<file path="src/rtl/hci_tcdm_bank_monitor.sv">
// Passive TCDM bank monitor: rebuilds granted accesses into records, queues them for a scoreboard
// and keeps throughput counters. Optional stall statistics are enabled by macro HCI_BANK_MON_STALL_EN.
module hci_tcdm_bank_monitor #(
    parameter int unsigned DATA_WIDTH     = 32,
    parameter int unsigned ADDR_MEM_WIDTH = 11,
    parameter int unsigned N_BANKS        = 16,
    parameter int unsigned BANK_ID        = 0,
    parameter int unsigned FIFO_DEPTH     = 8,
    parameter int unsigned CNT_WIDTH      = 16,
    localparam int unsigned BIT_BANK_INDEX = $clog2(N_BANKS),
    localparam int unsigned ADD_WIDTH      = ADDR_MEM_WIDTH + BIT_BANK_INDEX,
    localparam int unsigned LVL_W          = $clog2(FIFO_DEPTH) + 1
) (
    input  logic                  clk_i,
    input  logic                  rst_ni,
    input  logic                  clear_i,
    input  logic                  mem_req_i,
    input  logic                  mem_gnt_i,
    input  logic                  mem_wen_i,
    input  logic [ADDR_MEM_WIDTH-1:0] mem_add_i,
    input  logic [DATA_WIDTH-1:0] mem_data_i,
    input  logic [DATA_WIDTH-1:0] mem_r_data_i,
    output logic                  rec_valid_o,
    input  logic                  rec_ready_i,
    output logic                  rec_wen_o,
    output logic [ADD_WIDTH-1:0]  rec_add_o,
    output logic [DATA_WIDTH-1:0] rec_data_o,
    output logic [LVL_W-1:0]      fifo_level_o,
    output logic [CNT_WIDTH-1:0]  n_reads_o,
    output logic [CNT_WIDTH-1:0]  n_writes_o,
    output logic                  overflow_o,
    output logic [CNT_WIDTH-1:0]  stall_cycles_o,
    output logic [CNT_WIDTH-1:0]  max_stall_o
);

    localparam int unsigned PTR_W = $clog2(FIFO_DEPTH);
    localparam logic [BIT_BANK_INDEX-1:0] BANK_BITS = BIT_BANK_INDEX'(BANK_ID);
    localparam logic [LVL_W-1:0]     LVL_FULL = LVL_W'(FIFO_DEPTH);
    localparam logic [CNT_WIDTH-1:0] CNT_MAX  = '1;

    typedef struct packed {
        logic                  wen;
        logic [ADD_WIDTH-1:0]  add;
        logic [DATA_WIDTH-1:0] data;
    } rec_t;

    logic                  access;
    logic [ADD_WIDTH-1:0]  rebuilt_add;

    logic                  stg_valid_q;
    logic                  stg_wen_q;
    logic [ADD_WIDTH-1:0]  stg_add_q;
    logic [DATA_WIDTH-1:0] stg_data_q;

    rec_t                  mem_q [FIFO_DEPTH];
    logic [PTR_W-1:0]      wr_ptr_q, rd_ptr_q;
    logic [LVL_W-1:0]      level_q;
    logic                  overflow_q;
    logic [CNT_WIDTH-1:0]  n_reads_q, n_writes_q;

    rec_t                  push_rec;
    rec_t                  head;
    logic                  push, pop, push_ok, drop, empty, full;

    assign access      = mem_req_i & mem_gnt_i;
    assign rebuilt_add = {mem_add_i[ADDR_MEM_WIDTH-1:2], BANK_BITS, mem_add_i[1:0]};

    // Stage holds the granted request; read data only arrives one cycle later.
    always_ff @(posedge clk_i) begin
        if (!rst_ni || clear_i) begin
            stg_valid_q <= 1'b0;
            stg_wen_q   <= 1'b0;
            stg_add_q   <= '0;
            stg_data_q  <= '0;
        end else begin
            stg_valid_q <= access;
            if (access) begin
                stg_wen_q  <= mem_wen_i;
                stg_add_q  <= rebuilt_add;
                stg_data_q <= mem_data_i;
            end
        end
    end

    always_comb begin
        push_rec      = '0;
        push_rec.wen  = stg_wen_q;
        push_rec.add  = stg_add_q;
        push_rec.data = stg_wen_q ? mem_r_data_i : stg_data_q;
    end

    assign empty   = (level_q == '0);
    assign full    = (level_q == LVL_FULL);
    assign push    = stg_valid_q;
    assign pop     = rec_ready_i & ~empty;
    assign push_ok = push & (~full | pop);
    assign drop    = push & full & ~pop;

    always_ff @(posedge clk_i) begin
        if (push_ok) begin
            mem_q[wr_ptr_q] <= push_rec;
        end
    end

    always_ff @(posedge clk_i) begin
        if (!rst_ni || clear_i) begin
            wr_ptr_q   <= '0;
            rd_ptr_q   <= '0;
            level_q    <= '0;
            overflow_q <= 1'b0;
            n_reads_q  <= '0;
            n_writes_q <= '0;
        end else begin
            if (push_ok) wr_ptr_q <= wr_ptr_q + 1'b1;
            if (pop)     rd_ptr_q <= rd_ptr_q + 1'b1;
            if (push_ok && !pop)      level_q <= level_q + 1'b1;
            else if (pop && !push_ok) level_q <= level_q - 1'b1;
            if (drop) overflow_q <= 1'b1;
            // Counters track attempts, so dropped records are still counted.
            if (push && stg_wen_q && (n_reads_q != CNT_MAX))   n_reads_q  <= n_reads_q + 1'b1;
            if (push && !stg_wen_q && (n_writes_q != CNT_MAX)) n_writes_q <= n_writes_q + 1'b1;
        end
    end

    assign head         = mem_q[rd_ptr_q];
    assign rec_valid_o  = ~empty;
    assign rec_wen_o    = ~empty & head.wen;
    assign rec_add_o    = empty ? '0 : head.add;
    assign rec_data_o   = empty ? '0 : head.data;
    assign fifo_level_o = level_q;
    assign n_reads_o    = n_reads_q;
    assign n_writes_o   = n_writes_q;
    assign overflow_o   = overflow_q;

`ifdef HCI_BANK_MON_STALL_EN
    logic                 stalled;
    logic [CNT_WIDTH-1:0] run_q, stall_q, max_q, run_inc;

    assign stalled = mem_req_i & ~mem_gnt_i;
    assign run_inc = (run_q == CNT_MAX) ? run_q : run_q + 1'b1;

    // The maximum follows the running count, so it is current both mid-run and after it ends.
    always_ff @(posedge clk_i) begin
        if (!rst_ni || clear_i) begin
            run_q   <= '0;
            stall_q <= '0;
            max_q   <= '0;
        end else if (stalled) begin
            run_q <= run_inc;
            if (stall_q != CNT_MAX) stall_q <= stall_q + 1'b1;
            if (run_inc > max_q)    max_q   <= run_inc;
        end else begin
            run_q <= '0;
        end
    end

    assign stall_cycles_o = stall_q;
    assign max_stall_o    = max_q;
`else
    assign stall_cycles_o = '0;
    assign max_stall_o    = '0;
`endif

endmodule

</file>
<file path="config.mk">
export PLATFORM = sky130hd
export DESIGN_NAME = hci_tcdm_bank_monitor
export DESIGN_NICKNAME = d
export VERILOG_FILES = /design/src/rtl/hci_tcdm_bank_monitor.sv
export SDC_FILE = /design/constraint.sdc
export NUM_CORES = 1
export LEC_CHECK = 0
export CAP_MARGIN = 10
export CORE_MARGIN = 4
export CORE_UTILIZATION = 45
export DETAILED_ROUTE_END_ITERATION = 8
export PLACE_DENSITY_LB_ADDON = 0.08
export SLEW_MARGIN = 0
export SYNTH_ARGS = -nofsm -noshare
export SYNTH_HDL_FRONTEND = slang
export SYNTH_SLANG_ARGS = --single-unit
</file>
<file path="constraint.sdc">
create_clock -name clk_i -period 11.4 [get_ports clk_i]
set_input_delay 2.85 -clock clk_i [delete_from_list [all_inputs] [get_ports clk_i]]
set_output_delay 2.85 -clock clk_i [all_outputs]
set_load 0.03 [all_outputs]
</file>
; ---- Word level (Yosys, flattened, before mapping)
; Memories as Yosys holds them, arrays and structs flattened. A register that Yosys moved wholly into a read port is not among the register bits.
; Cells that the tools add are included.
[totals]
reg_bits = 88
latch_bits = 0
ram_bits = 352
romBits = 0
input_bits = 82
out_inout_bits = 118
wordCells = 52
memories = 1
[op_classes]
add_sub_neg = 6
multipliers = 0
div = 0
n_lt_le_gt_ge = 0
n_eq_ne = 3
n_shift = 0
n_mux = 9
bitwise_logic = 10
n_reduce_logical = 13
[memory_table]
columns = memory, depth, word_bits, rd, rd_clocked_by_memory_dff, wr, line
row1 = mem_q, 8, 44, 1, 1, 1, 55  ; rec_t mem_q [FIFO_DEPTH];
[ops]
columns = operator, n
row1 = $mux W32, 2
row2 = $add A16 B1 Y16 const B, 2
row3 = $ne A16 B16 Y1 const B, 2
row4 = $mux W15, 1
row5 = $mux W4, 2
row6 = $add A3 B1 Y3 const B, 2
row7 = $and A1 B1 Y1, 6
row8 = $logic_and A1 B1 Y1, 6
row9 = $mux W3, 2
row10 = $add A4 B1 Y4 const B, 1
row11 = $eq A4 B4 Y1 const B, 1
row12 = $logic_not A1 Y1, 4
row13 = $logic_not A4 Y1, 1
row14 = $sub A4 B1 Y4 const B, 1
row15 = $not A1 Y1, 3
row16 = $mux W1, 2
row17 = $reduce_bool A2 Y1, 1
row18 = $logic_or A1 B1 Y1, 1
row19 = $or A1 B1 Y1, 1

; ---- Logic depth before layout (Yosys ltp)
; Gate-level depths: netlist (run 1).
[depth]
word_depth = 9
depth_mapped = 11
mapped_depth_nobuf = 11

; ---- Worst setup path after synthesis (run 1)
; Ideal clock, no wire load.
[synth_path]
kind = input-to-reg
from = input port rec_ready_i
to = memory mem_q[0][0] (netlist bit) (enable)
setup_ns = 0.500
t_arrival_ns = 6.316
required_ns = 10.900
path_slack_ns = 4.584
stages = 4
n_path_buf = 0
path_cell_list = nand2b_1 > o21a_1 > nand2b_1 > nor3_1
[synth_between]
elab_chain_cells = 5
[synth_lines]
columns = item, line
row1 = from (decl), 24  ; input logic rec_ready_i,
row2 = $and A1 B1 Y1, 95  ; assign pop = rec_ready_i & ~empty;
row3 = $or A1 B1 Y1, 96  ; assign push_ok = push & (~full | pop);
row4 = $and A1 B1 Y1, 96
row5 = via push_ok, 63  ; logic push, pop, push_ok, drop, empty, full;
row6 = $mux W1, 100  ; if (push_ok) begin
row7 = $mux W1 (not written as such), 101  ; mem_q[wr_ptr_q] <= push_rec;
row8 = to (decl), 55
; The timed path passes the listed nets, and every way through them passes these cells.

==> results.ini, run 1 <==
[status]
status = finished, final reports clean

[power_and_ir_drop]
leakage_nw = 6.653
peakVddDrop_mv = 0.1310
powerDensity_nw_per_um2 = 157.0
total_power_mw = 3.354

[layout]
multi_input_area_um2 = 5065
synthToLayoutAreaGrowth_pct = 20.29
n_fill_cell = 3117
n_antenna_cell = 0
drive_gt1_share_pct = 17.01
ff_latch_area_um2 = 12400
fin_area_um2 = 21370
nets = 1359

[setup_path]
worst-path-buf-inv = 2
critPathLaunchType = flop
slowest_stage = dfxtp_4
arrival_ns = 3.89
cp_data_required_time_ns = 8.55
r2r_start = fifo_level_o[0]
worstPathCellList = buf_4 > mux4_2 > mux2i_1 > nor2_1 > clkdlybuf4s50_1
crit_type = flop to primary output
max_stage_delay_ns = 1.01
critPathMaxFanout = 48
worst_setup_path_end_kind = primary output
cp_top_family = buffers and inverters

[sta]
slew_violations = 0
worst_slew_pin_slew_ns = 1.021
fmax_mhz = 148.3
relSlewSlack_pct = 31.91
min_period_ns = 6.744
tns_ns = 0
setup_viol = 0
setup_slack_ns = 4.656
min_period_over_period_pct = 59.16
hold_violations = 0
rsz0062_at_grt = no
fin_skew_ns = 0.02675

[floorplanning]
ios = 200
die_w_um = 206.7
die_h_um = 206.7
num_rows = 72
initial_utilization_pct = 45.75
fp.coreArea_um2 = 38830
die_area_um2 = 42720

[cts]
postCtsResizedCells = 0
cts_max_level = 2
cts_hold_buffers = 0
path_clk_slew_ns = 0.06
cts_buffer_depth = 3
cts_setup_buffers = 0
cts-root-buf = clkbuf_16
clkLatencyLatePin_ns = 0.54
cts_inserted_buffers = 45
cts_sinks = 443
cts_tree = built

[hold_path]
min_from = stg_data_q[6]
worstHoldPathType = flop to flop

[drt]
routed_wl_um = 39590
via_count = 9864
viasPerCell = 5.411
routedWlPerCell_um = 21.71
antenna_left = 0
dr.pass1.iters = 5
drc = 0
drt-initial-drc-count = 699

[logic_synthesis]
synth_seq_cells = 443
yosys.cell_count.top_type = edfxtp_1
synth-edff-count = 352
synthDistinctLibCells = 54
synthFlopType = edfxtp_1
ys_async_sr_fraction_pct = 0
synthTopCellsByCount = 352 x edfxtp_1, 112 x nand2_1, 91 x dfxtp_1, 88 x mux4_2, 74 x nor2_1
yosysTopAreaCell = edfxtp_1
ys_warn_count = 0
syn_area_um2 = 17760
synth_area_per_cell_um2 = 16.16
ys_seq_area_share_pct = 69.76
netlist.area_leader.share_pct = 59.51
syn_inst = 1099
synth.area.top_cells = edfxtp_1 60%, mux4_2 11%, dfxtp_1 10%

[global_routing]
antenna_found_initial = 0
grt_first_pass_wirelength_um = 60920
globalRouteTotalUtil_pct = 18.68
overflow = 0
grt_pass1_vias = 10240
grt_max_degree = 61

[placed_design]
place_congestion = 0.7445
io_buffer_count = 163
dp_slack_ns = 5.060
dpl-instance-area_um2 = 19880
hpwl_um = 22510

[run]
cap_violations = 0

==> placed cells by master, fill, tap and decap left out, types with 18 or more instances in the layout <==
cell type	n
clkbuf_16	46
nor2_1	68
conb_1	36
clkdlybuf4s50_1	163
mux2i_1	50
clkbuf_1	18
a21oi_1	71
nand2_1	111
dfxtp_1	87
mux2_2	32
edfxtp_1	352
mux4_2	88
==> logic make-up (layout without fill, tap and decap cells) <==
group	count (synthesis)	count (layout)	share of synthesized area, %
mux	170	170	16.00
compound gates	104	104	3.374
fa+ha+maj	8	8	0.6057
buf+inv	96	267	2.867
xor+xnor	7	7	0.3452
other cells	1	36	0.02111
flops	443	443	69.76
simple gates	270	270	7.023
==> state kept, by name (all words and copies together) (netlist names), named ones only <==
name,count
rd_ptr_q,3
stg_add_q,11
overflow_o,1
fifo_level_o,4
push,1
n_writes_o,16
stg_wen_q,1
wr_ptr_q,3
mem_q,352
n_reads_o,16
stg_data_q,32
==> power breakdown <==
part	switching [mW]	internal (mW)
logic	0.0898	0.0600
clock network	0.583	0.875
registers	0.00852	1.74
==> final timing paths <==
| path | end | slack, ns | cells after the start |
|---|---|---|---|
| hold / removal | stg_data_q[6] | 0.45 | 2 |
| hold reg to reg | stg_data_q[6] | 0.45 | 2 |
| setup reg to reg | fifo_level_o[3] | 8.01 | 12 |
| setup / recovery | rec_data_o[24] | 4.66 | 5 |
==> cell type report <==
class	instances	area share (%)
Clock buffer	70	6.090
Clock inverter	13	0.8140
Inverter	4	0.07027
Multi-Input combinational cell	595	23.70
Sequential cell	443	58.05
Tap cell	518	3.033
Timing Repair Buffer	180	8.233
==> worst min-delay path: cells and delay by family, from the launching register on <==
family	cells	cell delay (ns)
DFF	1	0.31
and+or+nand+nor	1	0.05
AOI/OAI and AO/OA	1	0.05
==> layer usage <==
layer  share of wire (%)  GRT usage [%]
met1                  44          26.18
met2                  49          31.19
met4                 1.8          4.135
met3                 5.2          3.109
met5                   0              0
==> stage by stage <==
step           utilization [%]  cells  hold slack, ns
2_1_floorplan                -   1134          0.4338
3_3_place_gp             51.21   1739          0.4391
3_5_place_dp             51.21   1739          0.4468
4_1_cts                  55.01   1822          0.4553
5_1_grt                  55.03   1823          0.4781
6_report                 55.03   1823          0.4525
Power figures use the tool's default switching activity.
==> run 2: changes to the inputs <==
- clock period: 11.4 -> 5.7 ns (I/O delays scaled with it)
==> run 2 against run 1 <==
Critical endpoint is now rec_data_o[20]. Global-route usage shrank 0.29 points. Final cell count grew 0.33%. Register-to-register slack got worse by 5.6 ns. Clock power increased by 100%. Clock skew is 0.017 ns lower. Critical path type unchanged. Largest power group unchanged. Highest routed layer is now met5. Total power is 100% higher.
==> results.ini, run 2 (synthesis results as in run 1) <==
[status]
status = finished, final reports clean

[sta]
setup_viol = 0  ; unchanged
hold_violations = 0  ; unchanged
rsz0062_at_grt = no
tns_ns = 0  ; unchanged
fin_skew_ns = 0.009283  ; -0.01747 ns
relSlewSlack_pct = 31.77  ; -0.15 points
fmax_mhz = 219.9
worst_slew_pin_slew_ns = 1.024  ; +0.002193 ns
min_period_over_period_pct = 79.79
setup_slack_ns = 1.152  ; -3.504 ns
min_period_ns = 4.548
slew_violations = 0  ; unchanged

[cts]
path_clk_slew_ns = 0.06  ; about the same
cts-root-buf = clkbuf_16
cts_hold_buffers = 0  ; unchanged
cts_buffer_depth = 3  ; unchanged
postCtsResizedCells = 0  ; unchanged
cts_setup_buffers = 0  ; unchanged
cts_tree = built
cts_inserted_buffers = 46  ; +2.2%
cts_max_level = 2  ; unchanged
clkLatencyLatePin_ns = 0.55  ; about the same
cts_sinks = 443  ; unchanged

[setup_path]
arrival_ns = 3.12  ; -0.77 ns
critPathMaxFanout = 21  ; -56%
slowest_stage = nor2_4
worst_setup_path_end_kind = primary output
cp_data_required_time_ns = 4.28  ; -4.27 ns
worstPathCellList = or3_1 > nor2_4 > buf_4 > nor2_1 > clkdlybuf4s50_1
r2r_cells = 11  ; -1
r2r_setup_slack_ns = 2.43  ; -5.58 ns
critPathLaunchType = flop
max_stage_delay_ns = 0.60  ; -0.41 ns
r2r-end = fifo_level_o[3]
r2r_start = fifo_level_o[0]
crit_type = flop to primary output

[hold_path]
worstHoldPathType = flop to flop
hold_end = stg_data_q[0]
min_from = stg_data_q[0]
hold_depth = 2  ; unchanged

[global_routing]
grtUsageMet2_pct = 30.40  ; -0.78 points
busiest_layer = met2
grt_max_degree = 55  ; -9.8%
overflow = 0  ; unchanged
grt_pass1_vias = 10250  ; +0.14%
gr-usage-met1_pct = 25.60  ; -0.58 points
globalRouteTotalUtil_pct = 18.39  ; -0.29 points
grt_first_pass_wirelength_um = 59880  ; -1.7%
antenna_found_initial = 1  ; +1
met3_usage_pct = 3.531  ; +0.42 points

[floorplanning]
fp.coreArea_um2 = 38830  ; unchanged
die_area_um2 = 42720  ; unchanged
die_h_um = 206.7  ; unchanged
initial_utilization_pct = 45.75  ; unchanged
die_w_um = 206.7  ; unchanged
ios = 200  ; unchanged
num_rows = 72  ; unchanged

[layout]
nets = 1363  ; +0.29%
regMostFlops = mem_q
largest_reg_flops = 352  ; unchanged
layout.cells.most_common = edfxtp_1
synthToLayoutAreaGrowth_pct = 21.15
top_regs = mem_q x352, stg_data_q x32
n_antenna_cell = 0  ; unchanged
drive_gt1_share_pct = 17.77  ; +0.76 points
final_cell_mix = 352 x edfxtp_1, 163 x clkdlybuf4s50_1, 111 x nand2_1

[placed_design]
io_buffer_count = 163  ; unchanged
hpwl_um = 22830  ; +1.4%
place_congestion = 0.7503  ; +0.78%
dp_slack_ns = 1.635  ; -3.425 ns

[drt]
antenna_left = 0  ; unchanged
drc = 0  ; unchanged
dr.pass1.iters = 4  ; -1
viasPerCell = 5.360  ; -0.93%
routedWlPerCell_um = 21.31  ; -1.9%
via_count = 9804  ; -0.61%
routed_wl_um = 38980  ; -1.5%
drt-initial-drc-count = 695  ; -0.57%

[power_and_ir_drop]
peakVddDrop_mv = 0.1998  ; +53%
leakage_nw = 6.722  ; +1.0%
powerDensity_nw_per_um2 = 314.7  ; +100%

[run]
cap_violations = 0  ; unchanged

==> run 2: final cells by class <==
class / count / area (um2)
Fill cell: 3138 / 17310
Sequential cell: 443 / 12400
Multi-Input combinational cell: 595 / 5065
Timing Repair Buffer: 183 / 1869
Clock buffer: 64 / 1303
Tap cell: 518 / 648.1
Clock inverter: 22 / 215.2
Inverter: 4 / 15.01
==> run 2: power by group <==
part	internal, mW	leakage, nW	switching (mW)
clock	1.78	0.748	1.20
combinational	0.123	2.04	0.180
sequential	3.48	3.93	0.0141
==> run 2: critical path, delay by kind of cell (launching register included) <==
| family | cells | cell delay (ns) |
|---|---|---|
| DFF | 1 | 0.36 |
| buffers and inverters | 2 | 1.00 |
| and+or+nand+nor | 3 | 1.18 |
==> run 2: per-layer routing <==
metal	wire, um	share of wire (%)
met1	17180	44
met2	19190	49
met3	2015	5.2
met4	575	1.5
met5	13	0.033
==> run 2: through the flow <==
| stage | hold WS, ns | utilization, % | instance area [um2] | instances | total power [mW] |
|---|---|---|---|---|---|
| after global routing | 0.4669 | 55.42 | 21520 | 1829 | 7.013 |
| final | 0.4518 | 55.42 | 21520 | 1829 | 6.773 |
| after CTS | 0.4521 | 55.40 | 21510 | 1828 | 6.853 |
| after detailed placement | 0.4441 | 51.50 | 19990 | 1742 | 3.866 |
| after floorplan | 0.4338 | - | 17890 | 1134 | 3.747 |
| after global placement | 0.4395 | 51.50 | 19990 | 1742 | 3.863 |
==> run 2: worst max-delay path by stage <==
stage / startpoint / to / slack, ns / cells past startpoint
2_1_floorplan: rec_ready_i / mem_q[0][0] / 0.31 / 4
3_3_place_gp: flop / rec_add_o[11] / 1.65 / 5
3_5_place_dp: rec_ready_i / mem_q[4][37] / 1.63 / 6
4_1_cts: flop / rec_add_o[11] / 1.03 / 5
5_1_grt: flop / rec_add_o[11] / 0.95 / 5
6_report: fifo_level_o[0] / rec_data_o[20] / 1.15 / 5
